[src/rtl/clk_div_gen_pkg.sv]
// clk_div_gen_pkg: shared constants and helpers for the clock divider slice.
// Optional build macro used by the top: CLK_DIV_RST_SYNC_EN.
package clk_div_gen_pkg;

    // Reset half-period: 1 -> divide by 4 (25 MHz from 100 MHz).
    localparam int DEF_HALF_DFLT = 1;

    // Channel-select width; a single channel still needs one select bit.
    function automatic int ch_width(input int n);
        return (n > 1) ? $clog2(n) : 1;
    endfunction

endpackage

[src/rtl/clk_div_gen_if.sv]
// clk_div_gen_if: divide-ratio write port (strobe, channel, half value) with
// ack/err response pulses and per-channel pending-ratio flags.
interface clk_div_gen_if
    import clk_div_gen_pkg::*;
#(
    parameter int NUM_CH = 2,
    parameter int CNT_W  = 6
);
    localparam int CH_W = ch_width(NUM_CH);

    logic              cfg_wr;
    logic [CH_W-1:0]   cfg_ch;
    logic [CNT_W-1:0]  cfg_half;
    logic              cfg_ack;
    logic              cfg_err;
    logic [NUM_CH-1:0] cfg_busy;

    modport master (
        output cfg_wr, cfg_ch, cfg_half,
        input  cfg_ack, cfg_err, cfg_busy
    );

    modport slave (
        input  cfg_wr, cfg_ch, cfg_half,
        output cfg_ack, cfg_err, cfg_busy
    );

endinterface

[src/rtl/clk_div_gen_channel.sv]
// clk_div_gen_channel: one 50%-duty divider channel.
// Ports: clk/rst_n, en (run enable), wr/wr_half (pending ratio load),
// busy (ratio pending), clk_out (divided clock), tick (rise strobe).
module clk_div_gen_channel #(
    parameter int CNT_W    = 6,
    parameter int DEF_HALF = 1
) (
    input  logic             clk,
    input  logic             rst_n,
    input  logic             en,
    input  logic             wr,
    input  logic [CNT_W-1:0] wr_half,
    output logic             busy,
    output logic             clk_out,
    output logic             tick
);

    logic [CNT_W-1:0] cnt;
    logic [CNT_W-1:0] half;
    logic [CNT_W-1:0] pend;
    logic             run;
    logic             active;
    logic             at_top;
    logic             bnd;
    logic             apply;

    // run keeps a started period going after en drops, until its 1->0 toggle.
    assign active = en | run;
    assign at_top = (cnt == half);
    assign bnd    = active & at_top & clk_out;
    // Ratios only change at a period boundary, or at once when idle.
    assign apply  = busy & (bnd | ~active);

    always_ff @(posedge clk or negedge rst_n) begin
        if (!rst_n) begin
            cnt     <= '0;
            half    <= CNT_W'(DEF_HALF);
            pend    <= '0;
            busy    <= 1'b0;
            run     <= 1'b0;
            clk_out <= 1'b0;
            tick    <= 1'b0;
        end else begin
            if (active) begin
                tick <= at_top & ~clk_out;
                if (at_top) begin
                    cnt     <= '0;
                    clk_out <= ~clk_out;
                end else begin
                    cnt <= cnt + 1'b1;
                end
                run <= bnd ? en : 1'b1;
            end else begin
                cnt     <= '0;
                clk_out <= 1'b0;
                tick    <= 1'b0;
                run     <= 1'b0;
            end

            if (apply) begin
                half <= pend;
            end

            // A write landing on a boundary becomes the next pending value.
            if (wr) begin
                pend <= wr_half;
                busy <= 1'b1;
            end else if (apply) begin
                busy <= 1'b0;
            end
        end
    end

endmodule

[src/rtl/clk_div_gen.sv]
// clk_div_gen: NUM_CH runtime-programmable, glitch-free clock dividers.
// Ports: clk_from_FPGA, rst_from_FPGA (async active-low), ch_en, cfg (write
// port), clk_out, tick. Macro CLK_DIV_RST_SYNC_EN adds a reset synchroniser.
module clk_div_gen
    import clk_div_gen_pkg::*;
#(
    parameter int NUM_CH   = 2,
    parameter int CNT_W    = 6,
    parameter int DEF_HALF = DEF_HALF_DFLT
) (
    input  logic              clk_from_FPGA,
    input  logic              rst_from_FPGA,
    input  logic [NUM_CH-1:0] ch_en,
    clk_div_gen_if.slave      cfg,
    output logic [NUM_CH-1:0] clk_out,
    output logic [NUM_CH-1:0] tick
);

    localparam int CH_W = ch_width(NUM_CH);
    localparam logic [CH_W:0] CH_LIM = (CH_W+1)'(NUM_CH);

    logic              rst_n;
    logic              valid;
    logic              ack_q;
    logic              err_q;
    logic [NUM_CH-1:0] busy;

`ifdef CLK_DIV_RST_SYNC_EN
    logic [1:0] rst_sync;

    // Asynchronous assert, release after two clock edges.
    always_ff @(posedge clk_from_FPGA or negedge rst_from_FPGA) begin
        if (!rst_from_FPGA) begin
            rst_sync <= 2'b00;
        end else begin
            rst_sync <= {rst_sync[0], 1'b1};
        end
    end

    assign rst_n = rst_sync[1];
`else
    assign rst_n = rst_from_FPGA;
`endif

    assign valid = ({1'b0, cfg.cfg_ch} < CH_LIM);

    always_ff @(posedge clk_from_FPGA or negedge rst_n) begin
        if (!rst_n) begin
            ack_q <= 1'b0;
            err_q <= 1'b0;
        end else begin
            ack_q <= cfg.cfg_wr & valid;
            err_q <= cfg.cfg_wr & ~valid;
        end
    end

    assign cfg.cfg_ack  = ack_q;
    assign cfg.cfg_err  = err_q;
    assign cfg.cfg_busy = busy;

    for (genvar i = 0; i < NUM_CH; i++) begin : g_ch
        logic sel;

        assign sel = cfg.cfg_wr & valid & (cfg.cfg_ch == CH_W'(i));

        clk_div_gen_channel #(
            .CNT_W    (CNT_W),
            .DEF_HALF (DEF_HALF)
        ) u_ch (
            .clk     (clk_from_FPGA),
            .rst_n   (rst_n),
            .en      (ch_en[i]),
            .wr      (sel),
            .wr_half (cfg.cfg_half),
            .busy    (busy[i]),
            .clk_out (clk_out[i]),
            .tick    (tick[i])
        );
    end

endmodule
[src/flat_wrapper.sv]
// flat-port wrapper written by rule: the top's interface ports become plain ports
module clk_div_gen_flat import clk_div_gen_pkg::*;
#(
    parameter int NUM_CH   = 2,
    parameter int CNT_W    = 6,
    parameter int DEF_HALF = DEF_HALF_DFLT
)
  (clk_from_FPGA, rst_from_FPGA, ch_en, clk_out, tick, cfg_cfg_wr, cfg_cfg_ch, cfg_cfg_half, cfg_cfg_ack, cfg_cfg_err, cfg_cfg_busy);
  clk_div_gen_if #(.NUM_CH(NUM_CH), .CNT_W(CNT_W)) cfg_i ();
  input  logic clk_from_FPGA;
  input  logic rst_from_FPGA;
  input  logic [NUM_CH-1:0] ch_en;
  output logic [NUM_CH-1:0] clk_out;
  output logic [NUM_CH-1:0] tick;
  input wire logic [$bits(cfg_i.cfg_wr)-1:0] cfg_cfg_wr;
  input wire logic [$bits(cfg_i.cfg_ch)-1:0] cfg_cfg_ch;
  input wire logic [$bits(cfg_i.cfg_half)-1:0] cfg_cfg_half;
  output wire logic [$bits(cfg_i.cfg_ack)-1:0] cfg_cfg_ack;
  output wire logic [$bits(cfg_i.cfg_err)-1:0] cfg_cfg_err;
  output wire logic [$bits(cfg_i.cfg_busy)-1:0] cfg_cfg_busy;
  assign cfg_i.cfg_wr = cfg_cfg_wr;
  assign cfg_i.cfg_ch = cfg_cfg_ch;
  assign cfg_i.cfg_half = cfg_cfg_half;
  assign cfg_cfg_ack = cfg_i.cfg_ack;
  assign cfg_cfg_err = cfg_i.cfg_err;
  assign cfg_cfg_busy = cfg_i.cfg_busy;
  clk_div_gen #(.NUM_CH(NUM_CH), .CNT_W(CNT_W), .DEF_HALF(DEF_HALF)) u_core (.clk_from_FPGA(clk_from_FPGA), .rst_from_FPGA(rst_from_FPGA), .ch_en(ch_en), .cfg(cfg_i), .clk_out(clk_out), .tick(tick));
endmodule
[config.mk]
export PLATFORM = sky130hd
export DESIGN_NAME = clk_div_gen_flat
export DESIGN_NICKNAME = d
export VERILOG_FILES = /design/src/rtl/clk_div_gen_pkg.sv /design/src/rtl/clk_div_gen_if.sv /design/src/rtl/clk_div_gen_channel.sv /design/src/rtl/clk_div_gen.sv /design/src/flat_wrapper.sv
export SDC_FILE = /design/constraint.sdc
export NUM_CORES = 1
export LEC_CHECK = 0
export ABC_AREA = 1
export BUFFER_PORTS_ARGS = -buffer_cell sky130_fd_sc_hd__buf_4
export CORE_MARGIN = 8
export CORE_UTILIZATION = 54
export DETAILED_ROUTE_END_ITERATION = 6
export GPL_TIMING_DRIVEN = 0
export PLACE_DENSITY = 0.74
export REMOVE_ABC_BUFFERS = 1
export SLEW_MARGIN = 20
export SYNTH_ARGS = -nofsm -noshare
export SYNTH_HDL_FRONTEND = slang
export SYNTH_SLANG_ARGS = --single-unit
[constraint.sdc]
create_clock -name clk_from_FPGA -period 1.72 [get_ports clk_from_FPGA]
set_input_delay 0.258 -clock clk_from_FPGA [delete_from_list [all_inputs] [get_ports clk_from_FPGA]]
set_output_delay 0.258 -clock clk_from_FPGA [all_outputs]
set_load 0.02 [all_outputs]
== Word-level counts from Yosys, hierarchy flattened ==
Cells that the tools add are included.

* Input bits: 12
* Logic and storage cells: 60
* Flip-flop bits (word level): 45
* Output and inout bits: 8

* Reductions and logical operators: 2
* Bitwise logic cells: 19
* Equal/unequal tests: 4
* Add/sub/neg operators: 2
* Mux-type cells: 18

{| class="wikitable"
|+ Operators by type and width
! kind !! number
|-
| 6-bit 2-to-1 mux || 4
|-
| 1-bit 2-to-1 mux || 14
|-
| 6-bit by 1-bit adder with 6-bit output (second input constant) || 2
|-
| 6-bit == test || 2
|-
| 1-bit bitwise AND || 10
|-
| 1-bit inverter || 5
|-
| 2-bit by 1-bit != test with 1-bit output (second input constant) || 2
|-
| 1-bit bitwise OR || 4
|-
| 2-bit nonzero test || 2
|}

== Logic depth before layout (Yosys ltp) ==
Gate-level depths: netlist of run 1.

* Depth in word-level cells: 7
* Depth in mapped cells: 9

== By module ==
Synthesis of run 1 repeated with hierarchy kept, for this count alone.

* Cells, all modules: 249
* Area total of the unflattened synthesis: 2065.7 µm²

{| class="wikitable"
|+ Modules (own cells, without submodules)
! module !! area an instance (µm²) !! cells an instance !! seq. area each (µm²) !! instances
|-
| clk_div_gen_channel || 1006.0 || 121 || 551.8 || 2
|-
| clk_div_gen || 53.8 || 7 || 25.0 || 1
|}

== Least setup slack after synthesis of run 1 ==
No wires, ideal clock.

* Kind: register -> register
* Start point: reg u_core.g_ch[1].u_ch.half[0]
* End point: reg u_core.g_ch[1].u_ch.run
* Cell stages (with the launch flop): 9
* Clock period less this slack: 1294 ps
* Data arrival time: 1170 ps
* Buffers on the path: 0
* Setup time: 124 ps
* Path slack: 426 ps
* Cells stage by stage: dfstp_2 -> nand2_1 -> inv_1 -> nor2_1 -> nor2_1 -> nand3_2 -> nand2_4 -> nand2_1 -> or2_1

* Longest elaborated chain between the ends: 5

{| class="wikitable"
|+ RTL lines
! what !! line !! source
|-
| start: declaration || clk_div_gen_channel.sv:19 || <nowiki>logic [CNT_W-1:0] half;</nowiki>
|-
| start signal: assignment || clk_div_gen_channel.sv:37 || <nowiki>half <= CNT_W'(DEF_HALF);</nowiki>
|-
| start signal: assignment || clk_div_gen_channel.sv:61 || <nowiki>half <= pend;</nowiki>
|-
| 6-bit == test || clk_div_gen_channel.sv:29 || <nowiki>assign at_top = (cnt == half);</nowiki>
|-
| 1-bit bitwise AND (2 in a row) || clk_div_gen_channel.sv:30 || <nowiki>assign bnd = active & at_top & clk_out;</nowiki>
|-
| 1-bit 2-to-1 mux || clk_div_gen_channel.sv:52 || <nowiki>run <= bnd ? en : 1'b1;</nowiki>
|-
| 1-bit 2-to-1 mux || clk_div_gen_channel.sv:44 || <nowiki>if (active) begin</nowiki>
|-
| end signal: assignment || clk_div_gen_channel.sv:52 ||
|-
| end: declaration || clk_div_gen_channel.sv:21 || <nowiki>logic run;</nowiki>
|}

Every way passes these cells.
A chain may end at the register's enable or synchronous reset.

== Worst setup path in the final report of run 1 ==
Same ends and word-level chain as after synthesis.

==> results by group, run 1 <==
Run status
  – Run status: finished clean

Logic synthesis
  – Yosys cell types: 25
  – Syn Inst Count: 251
  – Syn_area_per_cell: 8.38 um2
  – EDFF count, synth: 0
  – Post-synth ARST share: 100%
  – Seq cells post-synth: 45
  – Most used flip-flop cell after synthesis: dfrtp_1
  – Synthesized area: 2100 um2
  – YS warnings: 0
  – Register area share after synthesis: 53.6%

Setup path
  – CP endpoint kind: flop
  – Crit Path Category: flop to flop
  – WP data arrival: 1680 ps
  – Setup crit start kind: flop
  – Crit Path Max Fanout: 15
  – WP data required: 1900 ps
  – Slowest stage delay, CP: 540 ps
  – Cell Chain, Critical Path: nand2_1, inv_1, nor2_1, nor2_1, nand3_2, nand2_4, nand2_1, or2_1
  – Critical-path top delay cell: dfstp_2

Routing
  – Avg WL per Cell: 11.8 um
  – Routed Antenna Nets: 0
  – Final wirelength: 3.69 mm
  – DRT Pass-1 Iters: 4
  – Post-DR vias/cell: 4.77
  – # DRC: 0
  – Vias: 1494
  – Initial DRC Count: 49

Timing
  – Fmax: 668 MHz
  – WHS: 83.2 ps
  – Final Hold Fails: 0
  – RSZ-0062 raised after global routing: false
  – Setup_tns: 0 ps
  – Pins Over Slew Limit: 0
  – Final setup violation count: 0
  – Final period util: 87.1%
  – Skew final: 2.99 ps
  – Final min period: 1500 ps
  – Relative slew slack: 63.6%
  – Final worst slack: 223 ps
  – Worst-margin pin slew: 546 ps

Layout
  – Fin nets: 278
  – Most common cell after layout, fill and taps aside: nand2_1
  – Design Area, Final: 2350 um2
  – Layout Cells excl Fill: 313
  – Layout cell share with drive strength beyond 1: 16.6%
  – Antenna Cells: 0
  – Commonest cells after routing, fill and taps aside: 80 x nand2_1, 43 x dfrtp_1, 30 x nor2_1
  – Final Util: 63.3%
  – Area Growth Syn to Fin: 11.7%

Clock network
  – Clock sink count: 45
  – Cts bufs inserted: 5
  – Cts hold-fix bufs: 1
  – CTS tree: done
  – CTS clk-pin slew, worst paths: 80 ps
  – Skew-Pair Late Insertion Delay: 290 ps
  – Root buffer cell: clkbuf_8
  – H-tree depth: 2
  – Clock tree buffer depth: 2
  – Post-CTS setup buffer count: 0
  – Post-CTS Resized: 0

Placement
  – Dpl cells: 304
  – Half-perimeter wire length after placement: 2.58 mm
  – DP Worst Slack: 224 ps
  – Post-place instance area: 2210 um2
  – IO Port Bufs: 18
  – Final Wtd Congestion: 0.737

Floorplanning
  – Die Wd: 78.4 um
  – Die Ht: 78.4 um
  – DIE AREA: 6150 um2
  – Rows: 22
  – Core area: 3720 um2
  – Initial Util: 56.6%
  – IO Pins: 20

Global route
  – Via count of the first global-routing pass: 1524
  – Initial antenna violation count: 0
  – Pin count of the biggest net entering global routing: 46
  – Gr ovfl total: 0
  – Global router's overall resource usage: 13.3%
  – First-pass GRT wire length: 6.56 mm

Flow run
  – Max Cap Viol: 0

Hold path
  – Hold Crit Class: input pin to flop

Pwr
  – Pleak: 1.24 nW
  – Peak VDD IR: 0.000653 V
  – Power density over the cells: 1680 nW/um2
  – Total power: 3.94 mW
-- sequential cells by signal, indices dropped and copies added (netlist names) --
name and count:
u_core.cfg.cfg_ack 1, u_core.g_ch.u_ch.busy 2, u_core.g_ch.u_ch.pend 12, u_core.g_ch.u_ch.run 2, u_core.g_ch.u_ch.half 12, u_core.g_ch.u_ch.clk_out 2, u_core.g_ch.u_ch.tick 2, u_core.g_ch.u_ch.cnt 12
-- worst max-delay path, delay by kind of cell (launching register included) --
kind | cells | cell delay [ps]
flops | 1 | 540
buf+inv | 1 | 50
simple gates | 7 | 790
-- path summary, 6_finish.rpt --
check / endpoint / start / slack (ps) / cells past startpoint
setup / recovery: u_core.g_ch[1].u_ch.run / u_core.g_ch[1].u_ch.half[0] / 220 / 8
hold / removal: u_core.cfg.cfg_ack / cfg_cfg_wr / 80 / 1
setup reg to reg: u_core.g_ch[1].u_ch.run / u_core.g_ch[1].u_ch.half[0] / 220 / 8
hold reg to reg: u_core.g_ch[0].u_ch.half[0] / u_core.g_ch[0].u_ch.half[0] / 480 / 2
max in group asynchronous: u_core.g_ch[1].u_ch.half[0] / rst_from_FPGA / 850 / 2
min in group asynchronous: u_core.g_ch[1].u_ch.pend[1] / rst_from_FPGA / 480 / 2
-- routing by layer --
layer  global-route usage [%]  share of wire, %  vias to the layer above
li1                         -                 -                      793
met1                     16.5                48                      675
met2                     21.1                48                       22
met3                     3.42               2.8                        4
met4                     6.67               1.6                        0
met5                        0                 0                        -
-- final cells by class --
class	instances	area, um2
Timing Repair Buffer	19	145
Multi-Input combinational cell	161	763
Inverter	32	120
Fill cell	339	1370
Clock inverter	3	65.1
Sequential cell	45	1130
Tap cell	48	60.1
Clock buffer	5	68.8
-- cell families (layout without fill, tap and decap cells) --
group / Yosys count / count (layout) / share of synthesized area (%)
AOI/OAI and AO/OA: 14 / 14 / 3.45
xor gates and xnor gates: 4 / 4 / 1.66
adders and majority gates: 2 / 2 / 1.19
buffers and inverters: 45 / 59 / 10.1
DFF: 45 / 45 / 53.6
other: 1 / 1 / 0.178
and+or+nand+nor: 140 / 140 / 29.8
-- report_power, final --
group / total [mW] / switching (mW) / internal [mW] / leakage [nW]
combinational: 1.25 / 0.752 / 0.497 / 0.632
clock: 0.924 / 0.347 / 0.577 / 0.0681
sequential: 1.77 / 0.338 / 1.43 / 0.543
-- cells in the mapped netlist (3+ instances only) --
library cell	n	area share [%]
dfrtp_1	43	51
xor2_1	4	1.7
nor2_1	30	5.4
nand4_1	12	3.6
o21ai_0	12	2.9
inv_2	5	0.89
nand3_2	4	1.9
nor3b_1	3	1.1
buf_4	7	2.5
nand2_1	80	14
inv_1	27	4.8
Note: power is estimated with default switching activity, not from simulation.
==> inputs of run 2 (changes only) <==
- PLACE_DENSITY: 0.74 -> 0.83
==> run 2 against run 1 <==
Die area stayed put; total power is 2.7% lower; cell count did not move; non-clock buffer count is the same; largest power group unchanged.
==> results by group, run 2 (synthesis results as in run 1) <==
Layout
  – Largest registers: u_core.g_ch.u_ch.cnt x12, u_core.g_ch.u_ch.half x12, u_core.g_ch.u_ch.pend x12 (unchanged)
  – Area Growth Syn to Fin: 11.1% (was 11.7%)
  – Antenna Cells: 0 (unchanged)
  – Most common cell after layout, fill and taps aside: nand2_1 (unchanged)
  – Commonest cells after routing, fill and taps aside: 80 x nand2_1, 43 x dfrtp_1, 30 x nor2_1 (unchanged)
  – FILL cells: 318 (was 339)
  – Fin nets: 278 (unchanged)
  – Layout cell share with drive strength beyond 1: 16.6% (unchanged)

Clock network
  – Root buffer cell: clkbuf_8 (unchanged)
  – Cts bufs inserted: 5 (unchanged)
  – Cts hold-fix bufs: 1 (unchanged)
  – H-tree depth: 2 (unchanged)
  – Skew-Pair Late Insertion Delay: 290 ps (about the same)
  – Post-CTS Resized: 0 (unchanged)
  – Clock sink count: 45 (unchanged)
  – Clock tree buffer depth: 2 (unchanged)
  – Post-CTS setup buffer count: 0 (unchanged)
  – CTS tree: done (unchanged)
  – CTS clk-pin slew, worst paths: 80 ps (about the same)

Pwr
  – Combinational share of power: 32.6% (was 31.7%)
  – Total power: 3.84 mW (was 3.94 mW)
  – Seq pwr share: 46.1% (was 44.8%)
  – Pleak: 1.23 nW (was 1.24 nW)
  – Switching Share: 37.5% (was 36.5%)
  – P_sw: 1.44 mW (about the same)
  – Power density over the cells: 1640 nW/um2 (was 1680 nW/um2)
  – Peak VDD IR: 0.00104 V (was 0.000653 V)
  – Int Pwr: 2.40 mW (was 2.50 mW)
  – Clock network power share: 21.3% (was 23.4%)

Global route
  – GR peak layer: met2 (unchanged)
  – Global router's overall resource usage: 13.2% (was 13.3%)
  – Pin count of the biggest net entering global routing: 46 (unchanged)
  – M1 GR Usage: 15.9% (was 16.5%)
  – Gr ovfl total: 0 (unchanged)
  – GR Util met3: 3.76% (was 3.42%)
  – GRT met2 Usage: 21.2% (was 21.1%)
  – First-pass GRT wire length: 6.58 mm (was 6.56 mm)
  – Initial antenna violation count: 0 (unchanged)
  – Via count of the first global-routing pass: 1483 (was 1524)

Setup path
  – Reg-to-reg critical path endpoint: u_core.g_ch[1].u_ch.half[1] (was u_core.g_ch[1].u_ch.run)
  – Cells on worst reg2reg path: 9 (was 8)
  – Reg-to-reg slack, setup: 180 ps (was 220 ps)
  – WP data arrival: 1720 ps (was 1680 ps)
  – WP data required: 1910 ps (was 1900 ps)
  – Crit Path Max Fanout: 15 (unchanged)
  – CP endpoint kind: flop (unchanged)
  – Crit Reg-Reg Startpoint: u_core.g_ch[1].u_ch.half[0] (unchanged)
  – Crit Path Category: flop to flop (unchanged)
  – Setup crit start kind: flop (unchanged)

Routing
  – Final wirelength: 3.61 mm (was 3.69 mm)
  – Post-DR vias/cell: 4.82 (was 4.77)
  – Routed Antenna Nets: 0 (unchanged)
  – # DRC: 0 (unchanged)
  – DRT Pass-1 Iters: 4 (unchanged)
  – Avg WL per Cell: 11.5 um (was 11.8 um)
  – Initial DRC Count: 69 (was 49)
  – Vias: 1508 (was 1494)

Hold path
  – Hold Crit Depth: 1 (unchanged)
  – Hold Crit Endpoint: u_core.cfg.cfg_ack (unchanged)
  – Hold Crit Class: input pin to flop (unchanged)
  – Hold path start: cfg_cfg_wr (unchanged)

Timing
  – Worst-margin pin slew: 541 ps (was 546 ps)
  – Skew final: 5.43 ps (was 2.99 ps)
  – Setup_tns: 0 ps (unchanged)
  – Relative slew slack: 63.9% (was 63.6%)
  – RSZ-0062 raised after global routing: false (unchanged)
  – Fmax: 651 MHz (was 668 MHz)
  – Final period util: 89.3% (was 87.1%)
  – Final worst slack: 185 ps (was 223 ps)
  – Final min period: 1540 ps (was 1500 ps)
  – Final setup violation count: 0 (unchanged)
  – WHS: 79.8 ps (was 83.2 ps)
  – Final Hold Fails: 0 (unchanged)
  – Pins Over Slew Limit: 0 (unchanged)

Floorplanning
  – Die Wd: 78.4 um (unchanged)
  – Initial Util: 56.6% (unchanged)
  – Core area: 3720 um2 (unchanged)
  – Die Ht: 78.4 um (unchanged)
  – Rows: 22 (unchanged)
  – IO Pins: 20 (unchanged)
  – DIE AREA: 6150 um2 (unchanged)

Placement
  – IO Port Bufs: 18 (unchanged)
  – Final Wtd Congestion: 0.713 (was 0.737)
  – Half-perimeter wire length after placement: 2.50 mm (was 2.58 mm)
  – DP Worst Slack: 207 ps (was 224 ps)

Run status
  – Run status: finished clean (unchanged)

Flow run
  – Max Cap Viol: 0 (unchanged)
==> run 2: worst max-delay path: stages (launching register included) <==
cell and delay [ps]:
dfstp_2 550, nand2_1 50, inv_1 50, nor2_1 30, nor2_1 150, nand3_2 130
nand2_4 170, nand3_2 150, nand2_1 90, nand2_1 50
==> run 2: area by class of cell <==
type	count	area, um2	share of cell area, %
Sequential cell	45	1130	48.3
Clock inverter	2	37.5	1.61
Timing Repair Buffer	19	145	6.21
Tap cell	48	60.1	2.57
Multi-Input combinational cell	161	763	32.7
Clock buffer	6	82.6	3.53
Inverter	32	120	5.14
==> run 2: routing by layer <==
| metal | part of all wire (%) | vias to the layer above |
|---|---|---|
| met5 | 0 | - |
| met4 | 2.4 | 0 |
| met3 | 3.2 | 9 |
| met2 | 48 | 20 |
| met1 | 46 | 687 |
| li1 | - | 792 |
==> run 2: stage by stage <==
step / utilization [%] / instance area (um2) / std cells
after detailed placement: 59.4 / 2210 / 304
after global routing: 62.9 / 2340 / 313
after CTS: 62.9 / 2340 / 313
after floorplan: - / 2010 / 238
after global placement: 59.4 / 2210 / 304
final: 62.9 / 2340 / 313
==> run 2: power by group through the flow <==
stage | Combinational, mW | Clock (mW) | Sequential, mW
after floorplan | 0.923 | 0 | 1.75
after global placement | 1.19 | 0 | 1.76
final | 1.25 | 0.819 | 1.77
after global routing | 1.47 | 0.880 | 1.83
after CTS | 1.27 | 0.833 | 1.76
after detailed placement | 1.24 | 0 | 1.78
==> run 2: worst max path at each step <==
stage	start	endpoint	slack [ps]	cells after the start
floorplan	u_core.g_ch[1].u_ch.half[0]	u_core.g_ch[1].u_ch.run	370	8
global placement	u_core.g_ch[0].u_ch.half[0]	u_core.g_ch[0].u_ch.run	250	8
detailed placement	u_core.g_ch[0].u_ch.half[0]	u_core.g_ch[0].u_ch.half[5]	210	9
CTS	u_core.g_ch[1].u_ch.half[0]	u_core.g_ch[1].u_ch.run	170	8
global route	u_core.g_ch[0].u_ch.half[0]	u_core.g_ch[0].u_ch.half[4]	30	9
finish	u_core.g_ch[1].u_ch.half[0]	u_core.g_ch[1].u_ch.half[1]	180	9
